[config.mk]
export PLATFORM = sky130hd
export DESIGN_NAME = clk_step_ctrl
export DESIGN_NICKNAME = d
export VERILOG_FILES = /design/src/rtl/clk_step_ctrl.sv
export SDC_FILE = /design/constraint.sdc
export NUM_CORES = 1
export LEC_CHECK = 0
export CAP_MARGIN = 40
export CORE_AREA = 2 2 76 78
export DETAILED_ROUTE_END_ITERATION = 10
export DIE_AREA = 0 0 78 80
export MAX_ROUTING_LAYER = met4
export PLACE_DENSITY = 0.85
export SYNTH_ARGS = -nofsm -noshare
export SYNTH_HDL_FRONTEND = slang
export SYNTH_SLANG_ARGS = --single-unit
[constraint.sdc]
create_clock -name raw_clk -period 4.13 [get_ports raw_clk]
set_clock_uncertainty 0.2 [all_clocks]
set_input_delay 1.239 -clock raw_clk [delete_from_list [all_inputs] [get_ports raw_clk]]
set_output_delay 1.239 -clock raw_clk [all_outputs]
set_load 0.01 [all_outputs]
[src/rtl/clk_step_ctrl.sv]
// clk_step_ctrl: debounced step/mode buttons driving a stretched manual clock and the auto_en select
//
// Ports:
//   raw_clk    in   board clock, the only clock in this block
//   rst        in   asynchronous active-low reset
//   btn_step   in   raw step button, bouncing, 1 = pressed
//   btn_mode   in   raw mode button, bouncing, 1 = pressed
//   burst_len  in   pulses per step press (burst build only), 0 behaves as 1
//   manual_clk out  registered manual clock
//   auto_en    out  1 = manual stepping, 0 = divider free-runs
//   busy       out  1 while a pulse or burst is in progress
//   step_cnt   out  total manual pulses issued, wraps at 16'hFFFF
//
// Build option: define CLK_STEP_BURST_EN to let one step press emit burst_len pulses;
// without it every accepted press emits exactly one pulse.
module clk_step_ctrl #(
  parameter int DB_CYCLES   = 20000,
  parameter int HIGH_CYCLES = 4,
  parameter int GAP_CYCLES  = 4
) (
  input  logic        raw_clk,
  input  logic        rst,
  input  logic        btn_step,
  input  logic        btn_mode,
  input  logic [7:0]  burst_len,
  output logic        manual_clk,
  output logic        auto_en,
  output logic        busy,
  output logic [15:0] step_cnt
);
  localparam int CW   = $clog2(DB_CYCLES) + 1;
  localparam int PMAX = HIGH_CYCLES > GAP_CYCLES ? HIGH_CYCLES : GAP_CYCLES;
  localparam int PW   = $clog2(PMAX) + 1;
`ifdef CLK_STEP_BURST_EN
  localparam int RW = 8;
`else
  localparam int RW = 1;
`endif

  typedef enum logic [1:0] {IDLE, HIGH, GAP} state_t;

  // Bit 0 is the step button, bit 1 the mode button throughout.
  logic [1:0]          sync1_q, sync2_q;
  logic [1:0]          stable_q, stable_d;
  logic [1:0]          press_q, press_d;
  logic [1:0][CW-1:0]  db_cnt_q, db_cnt_d;
  state_t              state_q, state_d;
  logic [PW-1:0]       ph_q, ph_d;
  logic [RW-1:0]       rem_q, rem_d, rem_load;
  logic                manual_clk_q, manual_clk_d;
  logic                auto_en_q, auto_en_d;
  logic                busy_q, busy_d;
  logic [15:0]         step_cnt_q, step_cnt_d;

`ifdef CLK_STEP_BURST_EN
  assign rem_load = (burst_len == 8'd0) ? 8'd1 : burst_len;
`else
  // Single-pulse build: rem degenerates to one done bit and burst_len is ignored.
  logic unused_burst_len;
  assign unused_burst_len = ^burst_len;
  assign rem_load = 1'b1;
`endif

  // A level change is accepted only after DB_CYCLES consecutive mismatching cycles.
  always_comb begin
    stable_d = stable_q;
    db_cnt_d = '0;
    for (int i = 0; i < 2; i++) begin
      stable_d[i] = (sync2_q[i] != stable_q[i] && db_cnt_q[i] == CW'(DB_CYCLES - 1)) ? sync2_q[i] : stable_q[i];
      db_cnt_d[i] = (sync2_q[i] != stable_q[i] && db_cnt_q[i] != CW'(DB_CYCLES - 1)) ? db_cnt_q[i] + CW'(1) : '0;
    end
    press_d = stable_d & ~stable_q;
  end

  always_comb begin
    state_d      = state_q;
    ph_d         = ph_q;
    rem_d        = rem_q;
    manual_clk_d = manual_clk_q;
    auto_en_d    = auto_en_q;
    busy_d       = busy_q;
    step_cnt_d   = step_cnt_q;
    unique case (state_q)
      IDLE: begin
        // Mode has priority; a step arriving with it is dropped.
        if (press_q[1]) begin
          auto_en_d = ~auto_en_q;
        end else if (press_q[0] && auto_en_q) begin
          state_d      = HIGH;
          ph_d         = '0;
          rem_d        = rem_load;
          manual_clk_d = 1'b1;
          busy_d       = 1'b1;
          step_cnt_d   = step_cnt_q + 16'd1;
        end
      end
      HIGH: begin
        if (ph_q == PW'(HIGH_CYCLES - 1)) begin
          state_d      = GAP;
          ph_d         = '0;
          rem_d        = rem_q - RW'(1);
          manual_clk_d = 1'b0;
        end else begin
          ph_d = ph_q + PW'(1);
        end
      end
      GAP: begin
        if (ph_q == PW'(GAP_CYCLES - 1)) begin
          ph_d = '0;
          if (rem_q != '0) begin
            state_d      = HIGH;
            manual_clk_d = 1'b1;
            step_cnt_d   = step_cnt_q + 16'd1;
          end else begin
            state_d = IDLE;
            busy_d  = 1'b0;
          end
        end else begin
          ph_d = ph_q + PW'(1);
        end
      end
      default: begin
        state_d      = IDLE;
        manual_clk_d = 1'b0;
        busy_d       = 1'b0;
      end
    endcase
    manual_clk_d = manual_clk_d & auto_en_d;
  end

  always_ff @(posedge raw_clk or negedge rst) begin
    if (!rst) begin
      sync1_q      <= '0;
      sync2_q      <= '0;
      stable_q     <= '0;
      press_q      <= '0;
      db_cnt_q     <= '0;
      state_q      <= IDLE;
      ph_q         <= '0;
      rem_q        <= '0;
      manual_clk_q <= 1'b0;
      auto_en_q    <= 1'b1;
      busy_q       <= 1'b0;
      step_cnt_q   <= '0;
    end else begin
      sync1_q      <= {btn_mode, btn_step};
      sync2_q      <= sync1_q;
      stable_q     <= stable_d;
      press_q      <= press_d;
      db_cnt_q     <= db_cnt_d;
      state_q      <= state_d;
      ph_q         <= ph_d;
      rem_q        <= rem_d;
      manual_clk_q <= manual_clk_d;
      auto_en_q    <= auto_en_d;
      busy_q       <= busy_d;
      step_cnt_q   <= step_cnt_d;
    end
  end

  assign manual_clk = manual_clk_q;
  assign auto_en    = auto_en_q;
  assign busy       = busy_q;
  assign step_cnt   = step_cnt_q;
endmodule

Word level (Yosys, flattened, before mapping)

Index checks and enable logic that the tools add are counted.
Widths: inputs -> output; s select.

Register bits after elaboration: 65
Input port bits: 12
Output and inout port bits: 19
Word-level logic and storage cells: 87

Add/subtract/negate cells: 5
Equal/unequal tests: 15
Muxes and demuxes: 34
Bitwise gates (word level): 5
Reduce and logical (&&, ||, !) cells: 15

Operators with widths:

| cell                  | number |
|---|---|
| $mux 16               | 6 |
| $add 16x1->16 const B | 3 |
| $eq 16x15->1 const B  | 2 |
| $ne 16x15->1 const B  | 2 |
| $pmux 16 s2           | 1 |
| $mux 1                | 15 |
| $ne 2x2->1 const B    | 6 |
| $reduce_and 5->1      | 2 |
| $mux 3                | 3 |
| $mux 2                | 4 |
| $reduce_and 4->1      | 2 |
| $pmux 1 s3            | 2 |
| $pmux 2 s3            | 1 |
| $pmux 3 s2            | 1 |
| $reduce_bool 2->1     | 3 |
| $logic_and 1x1->1     | 5 |
| $add 3x1->3 const B   | 1 |
| $eq 3x2->1 const B    | 1 |
| $reduce_and 3->1      | 1 |
| $and 2x2->2           | 1 |
| $eq 2x1->1 const B    | 1 |
| $eq 2x2->1 const B    | 1 |
| $logic_not 2->1       | 1 |
| $ne 1x1->1            | 2 |
| other kinds (6)       | 7 |

Logic depth before layout (Yosys ltp)

Depth after elaboration: 5
Depth in mapped cells: 8
Depth with buffers taken out: 6

Worst setup path after synthesis

Ideal clock, no wire load.

Kind: flip-flop to output port
Start point: register auto_en_q (netlist: auto_en)
End point: output auto_en
Arrival: 0.574 ns
Data required time: 2.691 ns
Path slack: 2.117 ns
Cell stages (with the launch flop): 1
Buffers on the path: 0
Path through: dfstp_2

RTL lines:

| item                     | RTL line | RTL |
|---|---|---|
| start: declaration       | 51       | `logic auto_en_q, auto_en_d;` |
| start signal: assignment | 155      | `auto_en_q <= auto_en_d;` |
| end: declaration         | 27       | `output logic auto_en,` |

No word-level cell between the ends.

Worst setup path after layout

Start point: register auto_en_q (netlist: auto_en)
End point: output auto_en

No word-level cell between the ends.

==> impl_metrics.csv <==
group,metric,value,unit
clocking,cts_tree,"done",
finish,drive_above_1_share,10.2,%
sta,worst_pin_slew,781,ps
route,drtPass1Iterations,4,
sta,slew_headroom,47.9,%
synth,synth_cell_types,40,
synth,synth_edf_count,0,
clocking,clk_latency,330,ps
power_and_ir_drop,peakVddDrop,0.276,mV
finish,nets,340,
sta,fmax,0.345,GHz
finish,diodes,0,
clocking,numClockSinks,65,
floorplanning,start_util,58.1,%
worst_setup_path,crit_fanout,4,
run,maxCapViolCount,0,
placement,placed_cell_area,0.00340,mm^2
worst_setup_path,path_cells,"clkdlybuf4s50_1",
floorplanning,io_pins,31,
worst_setup_path,crit_path_top_delay_cell,"dfstp_2",
global_routing,grt_usage,21.7,%
clocking,ctsRootBufferMaster,"clkbuf_8",
placement,pre_cts_ws,1580,ps
clocking,clkSlewWorstSetupHoldPaths,70,ps
synth,netlist_instances,293,
clocking,clock_path_buffers,2,
worst_setup_path,cp.buffers_inverters,1,
sta,rsz0062_at_grt,"false",
worst_setup_path,worstSetupPathType,"register to output pin",
route,drc,0,
global_routing,grt_pass1_wl,10.1,mm
synth,synth_top_cell_area_share,51.0,%
finish,design_area,0.00363,mm^2
finish,layout_common_cells,"64 x dfrtp_1, 37 x nor2_1, 33 x xnor2_1",
route,routed_wl,5.77,mm
outcome,status,"finished clean",
sta,fin_ws,1230,ps
synth,synth_area,0.00314,mm^2
route,wl_per_cell,14.5,um
placement,place_congestion,0.847,
global_routing,grt_remaining_overflow,0,
synth,synthTopCellsByArea,"dfrtp_1 51%, xnor2_1 9.2%, nand4_1 4.8%",
sta,hold_viol_final,0,
clocking,cts_resized,0,
clocking,post_cts_buffers,0,
clocking,hold_buffers,0,
global_routing,grt_pass1_vias,2257,
worst_setup_path,required,2690,ps
sta,maxSlewViolCount,0,
synth,ys_ff_latch,65,
worst_setup_path,cp-end-kind,"output pin",
placement,dpl.hpwl,3.97,mm
clocking,cts_buffers,9,
route,viasPerCell,5.58,
worst_setup_path,startpoint_type,"register",
clocking,htree_levels,3,
synth,yosysWarningCount,0,
worst_setup_path,cpPeakStageDelay,590,ps
route,vias,2217,
synth,synth.avg_cell_area,10.7,um^2
global_routing,antenna_found_initial,0,
finish,area_growth_syn_to_layout,15.6,%
floorplanning,core,0.00541,mm^2
finish,fin_util,67.2,%
min_path,hp-class,"register to register",
sta,fin_crit,2900,ps
sta,tns,0,ps
sta,setup_violations,0,
route,drtIter0Drc,129,
worst_setup_path,arrival,1460,ps
synth,async_reset_ff_share,100,%
synth,synth_fp_nets,313,
sta,min_period_over_period,70.3,%
power_and_ir_drop,leakagePower,0.00156,uW
power_and_ir_drop,p_per_area,353,mW/mm^2
floorplanning,die_h,80,um
finish,final_common_cell,"dfrtp_1",
floorplanning,die_w,78,um
synth,ys_seq_area_share,51.8,%
worst_setup_path,critical_path.top_delay_family,"flip-flops",
placement,port_buffers,22,
floorplanning,die-area,0.00624,mm^2
route,final_antenna_net_count,0,
global_routing,grt_max_degree,66,
synth,synth_ff_type,"dfrtp_1",
synth,yosysTopAreaCell,"dfrtp_1",
floorplanning,rows,27,
==> through the flow <==
step                      cells  hold slack [ps]  power (uW)
after floorplan             293              131         676
after global placement      381              134         693
after detailed placement    381              142         694
after CTS                   397              165        1300
after global routing        397              166        1330
final                       397              159        1280
==> final timing paths <==
kind	startpoint	endpoint	slack, ps	depth (start not counted)
min	sync1_q[1]	sync2_q[1]	160	0
max reg2reg	state_q[0]	step_cnt[14]	1890	6
max in group asynchronous	rst	busy	2350	2
min reg2reg	sync1_q[1]	sync2_q[1]	160	0
min in group asynchronous	rst	db_cnt_q[16]	860	2
max	auto_en	auto_en	1230	1
==> kinds of logic after synthesis <==
group / share of synthesized area [%]
buffers and inverters: 2.51
muxes: 1.43
DFF: 51.8
AOI/OAI and AO/OA: 3.98
xor gates and xnor gates: 12.8
adders and majority gates: 3.18
and+or+nand+nor: 24.3
==> Yosys cell counts, drive strengths merged (2+ instances only) <==
cell    number
nor3         7
nor4         7
dfrtp       64
and4         5
mux2         4
nor3b        2
o21ai        3
nand3       11
nand4       25
nand2       20
nor4b        3
xnor2       33
buf          6
nand2b       4
and3         8
ha           8
a21oi       10
xor2        13
inv          7
nor2        39
==> registers in the layout, summed over array words and instances, names as in the netlist <==
name,count
stable_q,2
ph_q,3
press_q,2
busy,1
step_cnt,16
rem_q,1
state_q,2
sync1_q,2
sync2_q,2
auto_en,1
manual_clk,1
db_cnt_q,32
==> cell type report <==
class	count	area, um^2
clock buffer	10	138
clock inverter	6	91.3
fill	420	1770
inverter	7	26.3
multi-input combinational	214	1440
sequential	65	1630
tap	72	90.1
timing repair buffer	23	223
==> power breakdown <==
| group | internal [uW] | switching (uW) | leakage [uW] |
|---|---|---|---|
| logic | 8.71 | 22.4 | 0.000562 |
| registers | 643 | 6.97 | 0.000890 |
| clock network | 357 | 244 | 0.000105 |
| total | 1010 | 274 | 0.00156 |
==> metal layers <==
layer	track usage [%]	vias up	part of all wire [%]
li1	-	1083	-
met1	25.8	1097	45
met2	35.0	33	52
met3	5.43	4	2.4
met4	9.82	0	0.81
met5	-	-	0
No activity file was read; power rests on OpenSTA's default activity.
